==> src/rtl/code_capture_fifo_if.sv <==
// Code capture handshake bundle: sample strobe/code in, valid/ready code out.
// slave  = the FIFO (consumes in_*, produces out_valid/out_code).
// master = the surrounding logic (drives in_* and out_ready).
interface code_capture_fifo_if #(
    parameter int unsigned CODE_W = 5
);
    logic              in_valid;
    logic [CODE_W-1:0] in_code;
    logic              out_valid;
    logic              out_ready;
    logic [CODE_W-1:0] out_code;

    modport slave (
        input  in_valid,
        input  in_code,
        input  out_ready,
        output out_valid,
        output out_code
    );

    modport master (
        output in_valid,
        output in_code,
        output out_ready,
        input  out_valid,
        input  out_code
    );
endinterface

==> src/rtl/code_capture_fifo.sv <==
// code_capture_fifo: samples the tutorial block's code on in_valid into a
// small first-word-fall-through FIFO, read out over valid/ready, with a
// sticky overflow flag and a saturating drop counter.
// Optional build macro CODE_ONLY_CHANGE_EN: only push a code when it differs
// from the previously sampled one (the first sample after reset always pushes).
module code_capture_fifo #(
    parameter int unsigned DEPTH  = 4,
    parameter int unsigned ADDR_W = 2,
    parameter int unsigned CODE_W = 5
) (
    input  logic              clock,
    input  logic              reset,
    code_capture_fifo_if.slave bus,
    output logic [ADDR_W:0]   count,
    output logic              full,
    output logic              empty,
    output logic              overflow,
    output logic [7:0]        drop_cnt
);

    localparam logic [ADDR_W:0] FULL_CNT = (ADDR_W+1)'(DEPTH);

    logic [CODE_W-1:0] mem_q [DEPTH];
    logic [ADDR_W-1:0] rd_ptr_q, rd_ptr_d;
    logic [ADDR_W-1:0] wr_ptr_q, wr_ptr_d;
    logic [ADDR_W:0]   count_q, count_d;
    logic              full_q, full_d;
    logic              empty_q, empty_d;
    logic              overflow_q, overflow_d;
    logic [7:0]        drop_cnt_q, drop_cnt_d;
`ifdef CODE_ONLY_CHANGE_EN
    logic [CODE_W-1:0] last_code_q, last_code_d;
    logic              have_last_q, have_last_d;
`endif

    logic push_req;
    logic pop;
    logic push_ok;
    logic drop;

    // Handshake decode and next-state computation for pointers, count and status
    always_comb begin
`ifdef CODE_ONLY_CHANGE_EN
        push_req    = bus.in_valid && (!have_last_q || (bus.in_code != last_code_q));
        last_code_d = bus.in_valid ? bus.in_code : last_code_q;
        have_last_d = have_last_q | bus.in_valid;
`else
        push_req    = bus.in_valid;
`endif
        pop     = !empty_q && bus.out_ready;
        // A full FIFO still accepts a push when the head leaves in the same cycle
        push_ok = push_req && (!full_q || pop);
        drop    = push_req && full_q && !pop;

        rd_ptr_d = pop     ? rd_ptr_q + 1'b1 : rd_ptr_q;
        wr_ptr_d = push_ok ? wr_ptr_q + 1'b1 : wr_ptr_q;

        count_d = count_q;
        if (push_ok && !pop) begin
            count_d = count_q + 1'b1;
        end else if (!push_ok && pop) begin
            count_d = count_q - 1'b1;
        end
        full_d  = (count_d == FULL_CNT);
        empty_d = (count_d == '0);

        overflow_d = overflow_q | drop;
        drop_cnt_d = (drop && (drop_cnt_q != 8'hFF)) ? drop_cnt_q + 8'd1 : drop_cnt_q;
    end

    // Control/status registers; synchronous reset wins over any push or pop
    always_ff @(posedge clock) begin
        if (reset) begin
            rd_ptr_q    <= '0;
            wr_ptr_q    <= '0;
            count_q     <= '0;
            full_q      <= 1'b0;
            empty_q     <= 1'b1;
            overflow_q  <= 1'b0;
            drop_cnt_q  <= '0;
`ifdef CODE_ONLY_CHANGE_EN
            last_code_q <= '0;
            have_last_q <= 1'b0;
`endif
        end else begin
            rd_ptr_q    <= rd_ptr_d;
            wr_ptr_q    <= wr_ptr_d;
            count_q     <= count_d;
            full_q      <= full_d;
            empty_q     <= empty_d;
            overflow_q  <= overflow_d;
            drop_cnt_q  <= drop_cnt_d;
`ifdef CODE_ONLY_CHANGE_EN
            last_code_q <= last_code_d;
            have_last_q <= have_last_d;
`endif
        end
    end

    // Storage write; contents are not reset, only the pointers/count are
    always_ff @(posedge clock) begin
        if (!reset && push_ok) begin
            mem_q[wr_ptr_q] <= bus.in_code;
        end
    end

    // Fall-through read port and status outputs
    always_comb begin
        bus.out_valid = !empty_q;
        bus.out_code  = empty_q ? '0 : mem_q[rd_ptr_q];
        count         = count_q;
        full          = full_q;
        empty         = empty_q;
        overflow      = overflow_q;
        drop_cnt      = drop_cnt_q;
    end

endmodule

==> src/flat_wrapper.sv <==
// flat-port wrapper written by rule: the top's interface ports become plain ports
module code_capture_fifo_flat 
#(
    parameter int unsigned DEPTH  = 4,
    parameter int unsigned ADDR_W = 2,
    parameter int unsigned CODE_W = 5
)
  (clock, reset, count, full, empty, overflow, drop_cnt, bus_in_valid, bus_in_code, bus_out_ready, bus_out_valid, bus_out_code);
  code_capture_fifo_if #(.CODE_W(CODE_W)) bus_i ();
  input  logic clock;
  input  logic reset;
  output logic [ADDR_W:0] count;
  output logic full;
  output logic empty;
  output logic overflow;
  output logic [7:0] drop_cnt;
  input wire logic [$bits(bus_i.in_valid)-1:0] bus_in_valid;
  input wire logic [$bits(bus_i.in_code)-1:0] bus_in_code;
  input wire logic [$bits(bus_i.out_ready)-1:0] bus_out_ready;
  output wire logic [$bits(bus_i.out_valid)-1:0] bus_out_valid;
  output wire logic [$bits(bus_i.out_code)-1:0] bus_out_code;
  assign bus_i.in_valid = bus_in_valid;
  assign bus_i.in_code = bus_in_code;
  assign bus_i.out_ready = bus_out_ready;
  assign bus_out_valid = bus_i.out_valid;
  assign bus_out_code = bus_i.out_code;
  code_capture_fifo #(.DEPTH(DEPTH), .ADDR_W(ADDR_W), .CODE_W(CODE_W)) u_core (.clock(clock), .reset(reset), .bus(bus_i), .count(count), .full(full), .empty(empty), .overflow(overflow), .drop_cnt(drop_cnt));
endmodule
==> config.mk <==
export PLATFORM = sky130hd
export DESIGN_NAME = code_capture_fifo_flat
export DESIGN_NICKNAME = d
export VERILOG_FILES = /design/src/rtl/code_capture_fifo_if.sv /design/src/rtl/code_capture_fifo.sv /design/src/flat_wrapper.sv
export SDC_FILE = /design/constraint.sdc
export NUM_CORES = 1
export LEC_CHECK = 0
export CORE_MARGIN = 2
export CORE_UTILIZATION = 40
export CTS_CLUSTER_SIZE = 14
export DETAILED_ROUTE_END_ITERATION = 10
export PLACE_DENSITY = 0.75
export REMOVE_ABC_BUFFERS = 1
export SLEW_MARGIN = 25
export SYNTH_ARGS = -nofsm -noshare
export SYNTH_HDL_FRONTEND = slang
export SYNTH_SLANG_ARGS = --single-unit
==> constraint.sdc <==
create_clock -name clock -period 1.6 [get_ports clock]
set_clock_uncertainty 0.05 [all_clocks]
set_input_delay 0.32 -clock clock [delete_from_list [all_inputs] [get_ports clock]]
set_output_delay 0.32 -clock clock [all_outputs]
set_load 0.01 [all_outputs]
# Word level (Yosys, flattened, before mapping)
# Memory sizes are Yosys's and may differ from the RTL's. A register that Yosys moved wholly into a read port is not among the register bits.
# Index checks and enable logic that the tools add are counted.
[totals]
register_bits = 18
mem_bits_rw = 20
in_bits = 9
out_inout_bits = 20
elab_cells = 38
n_memories = 1
[mem_list]
columns = ["name", "words", "word_bits", "read_ports", "rd_ports_with_merged_regs", "write_ports", "line_no", "source"]
rows = [
  ["u_core.mem_q", 4, 5, 1, 1, 1, "code_capture_fifo.sv:23", "logic [CODE_W-1:0] mem_q [DEPTH];"],
]
[classes]
n_addsub = 5
eq_ne = 2
muxes = 7
n_bitwise = 1
reduce_logical = 15
[ops]
columns = ["op", "count"]
rows = [
  ["adder 8 x 1 -> 8 bit (second input constant)", 1],
  ["logical AND 1 bit", 8],
  ["!= test 8 bit (second input constant)", 1],
  ["2-to-1 mux 3 bit", 2],
  ["zero test 1 bit", 5],
  ["2-to-1 mux 5 bit", 1],
  ["adder 2 x 1 -> 2 bit (second input constant)", 2],
  ["2-to-1 mux 2 bit", 2],
  ["adder 3 x 1 -> 3 bit (second input constant)", 1],
  ["equality test 3 bit (second input constant)", 1],
  ["zero test 3 bit", 1],
  ["subtractor 3 x 1 -> 3 bit (second input constant)", 1],
  ["2-to-1 mux 1 bit", 2],
  ["logical OR 1 bit", 1],
  ["OR 1 bit", 1],
]

# Longest topological paths before layout
# Gate-level depths: netlist (run 1).
[logic_depth]
depth_word = 9
mapped_depth = 5
ltp_nobuf = 5

# Worst setup path before layout (run 1)
# Ideal clock, no wire load.
[synth_path]
kind = "register -> output"
from = "reg (tool-made name)"
to = "out bus_out_code[0]"
t_arrival_ns = 1.143
required_ns = 1.230
path_slack_ns = 0.087
stages_incl_launch_ff = 4
path_buffers = 1
path_cell_list = "dfxtp_1 buf_2 mux4_2 and2_1"
[synth_rtl]
columns = ["element", "line_no", "source"]
rows = [
  ["end: declaration", "flat_wrapper.sv:21", "output wire logic [$bits(bus_i.out_code)-1:0] bus_out_code;"],
]

==> results of run 1 <==
==> worst min-delay path by stage <==
stage	start	end	slack, ps
global route	u_core.overflow	u_core.overflow	460
floorplan	reset	u_core.drop_cnt[0]	340
finish	u_core.overflow	u_core.overflow	430
global placement	u_core.overflow	u_core.overflow	410
CTS	u_core.overflow	u_core.overflow	440
detailed placement	u_core.overflow	u_core.overflow	410
==> layer usage <==
metal / GRT usage / vias to the layer above / part of all wire
met5: 0 / - / 0
met4: 0.0692 / 0 / 0.021
met3: 0.0513 / 7 / 0.048
met2: 0.258 / 32 / 0.49
met1: 0.173 / 626 / 0.44
li1: - / 638 / -
==> cells in the final DEF, fill, tap and decap left out, drive strengths merged, types with 5 or more instances in the layout <==
master         Yosys  final
buf                3     23
edfxtp            20     20
dfxtp             20     20
nor2              16     16
and2              11     11
dlygate4sd2        0      9
clkdlybuf4s50      0      8
inv                8      8
nor3               8      8
ha                 7      7
dlymetal6s2s       0      6
clkbuf             1      6
mux4               5      5
a21oi              5      5
nand2b             5      5
==> through the flow <==
stage          hold slack, ps  setup WS [ps]  power [mW]  cell area [sq um]  cells
2_1_floorplan             339           -118        1.67               1770    146
3_3_place_gp              411           -347        2.07               2250    244
3_5_place_dp              410           -385        2.09               2250    244
4_1_cts                   440           -313        2.85               2350    252
5_1_grt                   458           -351        3.03               2400    252
6_report                  432           -284        2.90               2400    252
==> cell type report <==
cell class	instances	area share
multi-input cells	98	0.318
clock buffers	6	0.0302
well taps	52	0.0271
clock inverters	2	0.0146
repair buffers	46	0.175
flip-flops and latches	40	0.422
inverters	8	0.0125
==> state kept, by name (all words and copies together), names as in the netlist, named ones only <==
| name | count |
|---|---|
| u_core.mem_q | 20 |
| u_core.drop_cnt | 8 |
| u_core.count | 3 |
| u_core.rd_ptr_q | 2 |
| u_core.wr_ptr_q | 2 |
| u_core.empty | 1 |
| u_core.full | 1 |
| u_core.overflow | 1 |
==> worst min-delay path, stage by stage, from the launching register on <==
cell and delay (ps):
dfxtp_1 330, nor2_1 50, nor2_1 70
==> timing repair <==
action,4_1_cts,5_1_grt
setup buffers,0,0
hold buffers,0,0
setup endpoints to repair,41,15
gates resized for setup,43,17
pin swaps,5,3
==> cells by family (layout without fill, tap and decap cells) <==
kind of cell / count (synthesis) / after routing / synth area share
XOR/XNOR: 3 / 3 / 0.0147
adder cells (fa/ha/maj): 7 / 7 / 0.0491
AND/OR/NAND/NOR: 60 / 60 / 0.188
multiplexers: 10 / 10 / 0.0933
AO/OA/AOI/OAI: 18 / 18 / 0.0667
flip-flops: 40 / 40 / 0.561
buffers and inverters: 12 / 62 / 0.0267
==> power by group <==
group,internal [mW],total [mW],switching [mW]
logic,0.473,0.834,0.361
clock network,0.463,0.803,0.341
registers,1.18,1.26,0.0812
total,2.11,2.90,0.783
==> impl_metrics.toml, run 1 <==
[synthesis]
yosys-top-cells-area = "edfxtp_1 (34%), dfxtp_1 (22%), mux4_2 (6.3%)"
synth_area_leader_cell = "edfxtp_1"
synth_warnings = 0
synthFlopType = "edfxtp_1"
ys_seq_area_frac = 0.561
synth.top_cell.area_share = 0.337
ys_seq_elements = 40
synthCells = 150
yosys.cell_types.count = 40
synth_common_cells = "dfxtp_1 (20), edfxtp_1 (20), nor2_1 (16)"
syn_area_sq_um = 1780
synth_async_sr_flop_share = 0
synth_edf_count = 20
synth_area_per_cell_sq_um = 11.9

[clock_tree]
clkLatencyLatePin_ps = 290
path_clk_slew_ps = 70
cts_buffer_depth = 2
clock-sinks = 40
cts_tree = "yes"
cts_buffers = 5
htreeDepth = 2
root_buffer = "clkbuf_8"

[routing]
viasPerCell = 5.17
final_antenna_net_count = 0
drt_pass1_iterations = 4
via_count = 1303
route.detailed.drc = 0
wl_microns = 3580
drt_iter0_markers = 39
wl_per_cell_microns = 14.2

[sta]
max_freq_mhz = 531
setup_violations = 5
tns_ps = -1330
worst_pin_slew_ps = 276
grt_setup_unrepaired = "yes"
min_period_ps = 1880
post-route-period-util = 1.18
worst_slack_ps = -284
final-hold-violation-count = 0
final-max-slew-violation-count = 0
relSlewSlack = 0.815

[worst_setup_path]
worstReg2RegStart = "u_core.drop_cnt[0]"
required_ps = 1230
path_cells = "buf_6 -> mux4_2 -> and2_1 -> buf_2"
criticalPathCategory = "reg2out"
worst-path-buf-inv = 2
cpPeakStageDelay_ps = 480
crit_family = "multiplexers"
r2r_setup_slack_ps = 50
crit_path_top_delay_cell = "mux4_2"
reg2reg_depth = 6
cp-end-kind = "output port"
arrival_ps = 1510
endpoint = "bus_out_code[0]"
crit_cells = 4
r2r_end = "u_core.drop_cnt[0]"
start_kind = "register"
crit_fanout = 3

[floorplan]
core-area_sq_um = 4320
io_pins = 29
die_y_microns = 70.8
rows = 24
start_util = 0.412
die_w_microns = 70.8
die-area_sq_um = 5010

[global_route]
grt_pass1_wl_microns = 5790
grt_max_degree = 13
antenna_found_initial = 0
grt_overflow = 0
grt_use_total = 0.152
grt_pass1_vias = 1273

[place]
dp_hpwl_microns = 2630
routabilityCongestion = 0.747
portBuffers = 28

[power]
p_per_area_nw_per_um2 = 1210
peakVddDrop_uv = 647
power_leakage_nw = 1.02

[layout]
drive_gt1_frac = 0.305
final_nets = 215
multiInputGateArea_sq_um = 763
area_growth_pct = 34.6
final_util = 0.555
seqCellArea_sq_um = 1010
nFillCells = 388
diodes = 0

[status]
violations = "negative setup slack"
status = "complete, but fails checks"

[run]
cap_violations = 0

[min_path]
whs_path_depth = 2
hold_class = "reg2reg"
No activity file was read; power rests on OpenSTA's default activity.
==> inputs of run 2 (changes only) <==
--- a/config.mk
+++ b/config.mk
@@ -9,7 +9,9 @@
 export CORE_UTILIZATION = 40
 export CTS_CLUSTER_SIZE = 14
 export DETAILED_ROUTE_END_ITERATION = 10
-export PLACE_DENSITY = 0.75
+export DONT_BUFFER_PORTS = 1
+export MAX_ROUTING_LAYER = met4
+export PLACE_DENSITY = 0.66
 export REMOVE_ABC_BUFFERS = 1
 export SLEW_MARGIN = 25
 export SYNTH_ARGS = -nofsm -noshare
==> impl_metrics.toml, run 2 (synthesized netlist as in run 1, its figures left out) <==
[worst_setup_path]
crit_fanout = 5
start_kind = "register"
criticalPathCategory = "reg2out"
r2r_setup_slack_ps = 60
worstReg2RegStart = "u_core.count[0]"
r2r_end = "u_core.full"
reg2reg_depth = 5
cp-end-kind = "output port"
arrival_ps = 1440
required_ps = 1230

[routing]
viasPerCell = 5.25
drt_pass1_iterations = 4
wl_per_cell_microns = 15.0
final_antenna_net_count = 0
route.detailed.drc = 0
via_count = 1160
wl_microns = 3310
drt_iter0_markers = 68

[sta]
tns_ps = -976
worst_slack_ps = -208
final-max-slew-violation-count = 0
min_period_ps = 1810
relSlewSlack = 0.789
final-hold-violation-count = 0
post-route-period-util = 1.13
worst_pin_slew_ps = 316
setup_violations = 5
grt_setup_unrepaired = "yes"
max_freq_mhz = 553

[layout]
regMostFlops = "u_core.mem_q"
diodes = 0
drive_gt1_frac = 0.278
largest_register_ffs = 20
fin_cells = 221
final_util = 0.483
layout_commonest_cell = "edfxtp_1"
final_nets = 184
final_cell_mix = "edfxtp_1 (20), nor2_1 (16), dfxtp_1 (15)"
area_growth_pct = 17.2
nFillCells = 396

[place]
portBuffers = 0
routabilityCongestion = 0.807
dp_hpwl_microns = 2420
place_inst = 213

[global_route]
grt_pass1_wl_microns = 5570
gr-usage-met1 = 0.174
grt_use_total = 0.149
grt_overflow = 0
top_usage_layer = "met2"
met2_usage = 0.231
grt_use_met3 = 0.0499
antenna_found_initial = 0
grt_pass1_vias = 1245
grt_max_degree = 24

[floorplan]
die_w_microns = 70.8
die-area_sq_um = 5010
rows = 24
die_y_microns = 70.8
io_pins = 29
start_util = 0.412
core-area_sq_um = 4320

[clock_tree]
cts_buffer_depth = 2
root_buffer = "clkbuf_8"
cts_setup_buffers = 0
cts_buffers = 5
htreeDepth = 2
path_clk_slew_ps = 80
hold_buffers = 0
clock-sinks = 40
clkLatencyLatePin_ps = 290
cts_tree = "yes"

[min_path]
hold_path.startpoint = "reset"
hold_class = "in2reg"
whs_path_depth = 1

[status]
status = "complete, but fails checks"
violations = "negative setup slack"

[power]
peakVddDrop_uv = 668
p_total_mw = 2.59
power_leakage_nw = 0.784
p_per_area_nw_per_um2 = 1240

[run]
cap_violations = 0
-- run 2: layout make-up --
| cell class | count | area, sq um | area share |
|---|---|---|---|
| repair buffers | 15 | 125 | 0.0599 |
| flip-flops and latches | 40 | 1010 | 0.483 |
| well taps | 52 | 65.1 | 0.0311 |
| inverters | 8 | 30.0 | 0.0144 |
| multi-input cells | 98 | 772 | 0.369 |
| clock buffers | 5 | 68.8 | 0.0329 |
| clock inverters | 3 | 18.8 | 0.00898 |
-- run 2: power breakdown --
group,internal [mW],leakage (nW),switching (mW)
clock,0.303,0.0479,0.351
sequential,1.18,0.347,0.0655
combinational,0.346,0.389,0.345
total,1.82,0.784,0.762
-- run 2: worst max-delay path by stage --
stage | endpoint | from | slack (ps)
after floorplan | u_core.mem_q[0][0] | u_core.empty | -120
after global placement | u_core.empty | u_core.count[0] | 70
after detailed placement | u_core.empty | u_core.count[0] | 30
after CTS | bus_out_code[3] | register | -220
after global routing | bus_out_code[3] | register | -240
final | bus_out_code[3] | register | -210
-- run 2: through the flow --
stage / hold WS (ps) / setup slack [ps] / cell area [sq um]
floorplan: 339 / -118 / 1770
global placement: 343 / 69.4 / 1960
detailed placement: 344 / 28.0 / 1960
CTS: 25.4 / -216 / 2060
global route: 19.8 / -244 / 2090
finish: 30.2 / -208 / 2090
-- run 2: metal layers --
layer	part of all wire	wire, microns	up-vias
met5	0	0	-
met4	0.020	65	0
met3	0.046	152	5
met2	0.49	1630	23
met1	0.44	1460	553
li1	-	-	579
-- run 2: worst max-delay path, cell delays in order, from the launching register on --
cell     delay [ps]
dfxtp_2         350
buf_12          120
mux4_2          490
and2_4          180
-- run 2: repair_timing --
action / in CTS / in global routing
cloned: 0 / 0
endpoints found under the setup margin: 5 / 12
gates resized for setup: 6 / 10
pin swaps: 0 / 1
==> inputs of run 3 (changes only) <==
--- a/config.mk
+++ b/config.mk
@@ -5,13 +5,15 @@
 export SDC_FILE = /design/constraint.sdc
 export NUM_CORES = 1
 export LEC_CHECK = 0
+export CORE_ASPECT_RATIO = 1.1
 export CORE_MARGIN = 2
 export CORE_UTILIZATION = 40
 export CTS_CLUSTER_SIZE = 14
 export DETAILED_ROUTE_END_ITERATION = 10
 export DONT_BUFFER_PORTS = 1
+export GPL_TIMING_DRIVEN = 0
 export MAX_ROUTING_LAYER = met4
-export PLACE_DENSITY = 0.66
+export PLACE_DENSITY_LB_ADDON = 0.3
 export REMOVE_ABC_BUFFERS = 1
 export SLEW_MARGIN = 25
 export SYNTH_ARGS = -nofsm -noshare
==> impl_metrics.toml, run 3 (synthesized netlist as in run 1, its figures left out) <==
[sta]
tns_ps = -715
min_period_ps = 1760
final-hold-violation-count = 0
final-max-slew-violation-count = 0
worst_pin_slew_ps = 318
post-route-period-util = 1.10
max_freq_mhz = 569
setup_violations = 5
worst_slack_ps = -158
grt_setup_unrepaired = "yes"
relSlewSlack = 0.787

[global_route]
grt_overflow = 0
grt_max_degree = 24
antenna_found_initial = 0
grt_pass1_vias = 1128
grt_pass1_wl_microns = 5200
grt_use_total = 0.149

[worst_setup_path]
criticalPathCategory = "reg2out"
crit_fanout = 5
crit_family = "multiplexers"
arrival_ps = 1390
cp-end-kind = "output port"
path_cells = "mux4_2 -> and2_4"
crit_path_top_delay_cell = "mux4_2"
cpPeakStageDelay_ps = 510
worstReg2RegStart = "u_core.count[0]"
required_ps = 1230
start_kind = "register"
worst-path-buf-inv = 0

[floorplan]
io_pins = 29
rows = 25
start_util = 0.416
die_y_microns = 74.0
die-area_sq_um = 5010
core-area_sq_um = 4290
die_w_microns = 67.7

[layout]
regMostFlops = "u_core.mem_q"
drive_gt1_frac = 0.252
layout_commonest_cell = "edfxtp_1"
final_cell_mix = "edfxtp_1 (20), nor2_1 (16), dfxtp_1 (12)"
largest_register_ffs = 20
diodes = 0
area_growth_pct = 13.9
final_nets = 170

[run]
cap_violations = 0

[routing]
drt_pass1_iterations = 4
via_count = 1116
final_antenna_net_count = 0
viasPerCell = 5.34
wl_per_cell_microns = 15.4
wl_microns = 3220
route.detailed.drc = 0
drt_iter0_markers = 76

[status]
violations = "negative setup slack"
status = "complete, but fails checks"

[place]
routabilityCongestion = 0.738
portBuffers = 0
dp_hpwl_microns = 2290
dp_slack_ps = -511

[power]
power_leakage_nw = 0.721
p_per_area_nw_per_um2 = 1310
peakVddDrop_uv = 760

[clock_tree]
path_clk_slew_ps = 80
cts_buffer_depth = 2
clock-sinks = 40
clkLatencyLatePin_ps = 290
cts_buffers = 5
htreeDepth = 2
root_buffer = "clkbuf_8"
cts_tree = "yes"

[min_path]
hold_path.startpoint = "reset"
hold_class = "in2reg"
==> run 3: repair_timing <==
item	4_1_cts	5_1_grt
hold buffers	0	0
cloned	0	0
endpoints found under the setup margin	34	31
gates resized for setup	18	9
buffers inserted	1	0
pin swaps	1	1
==> run 3: through the flow <==
stage               power, mW  instances  cell area (sq um)  utilization  hold WS (ps)
floorplan                1.67        146               1770            -           339
detailed placement       1.78        200               1830        0.428           345
finish                   2.65        209               2030        0.474          30.6
CTS                      2.68        209               2000        0.466          20.4
global placement         1.75        200               1830        0.428           342
global route             2.81        209               2030        0.474          20.3
==> run 3: worst reg2reg max path, stage by stage (launching register included) <==
cell and delay (ps):
dfxtp_4 390, inv_1 80, ha_1 200, a32oi_1 220, mux2_4 350, a21boi_1 130
==> run 3: per-layer routing <==
layer / GRT usage / wire [microns]
met5: - / 0
met4: 0.0884 / 64
met3: 0.0530 / 242
met2: 0.231 / 1600
met1: 0.163 / 1320
==> run 3: power by group <==
part	internal, mW	leakage [nW]	switching [mW]
Combinational	0.281	0.318	0.258
Clock	0.461	0.0541	0.348
Sequential	1.18	0.349	0.125
==> run 3: final cells by class <==
| type | instances | area [sq um] |
|---|---|---|
| clock buffer | 5 | 68.8 |
| multi-input combinational | 98 | 793 |
| fill | 389 | 2250 |
| timing repair buffer | 1 | 7.51 |
| inverter | 8 | 30.0 |
| clock inverter | 3 | 42.5 |
| sequential | 40 | 1020 |
| tap | 54 | 67.6 |
==> run 3: final timing paths <==
kind / slack, ps / cells after the start / endpoint
hold reg to reg: 480 / 2 / u_core.drop_cnt[0]
setup / recovery: -160 / 2 / bus_out_code[0]
hold / removal: 30 / 1 / u_core.drop_cnt[0]
setup reg to reg: 80 / 5 / u_core.full
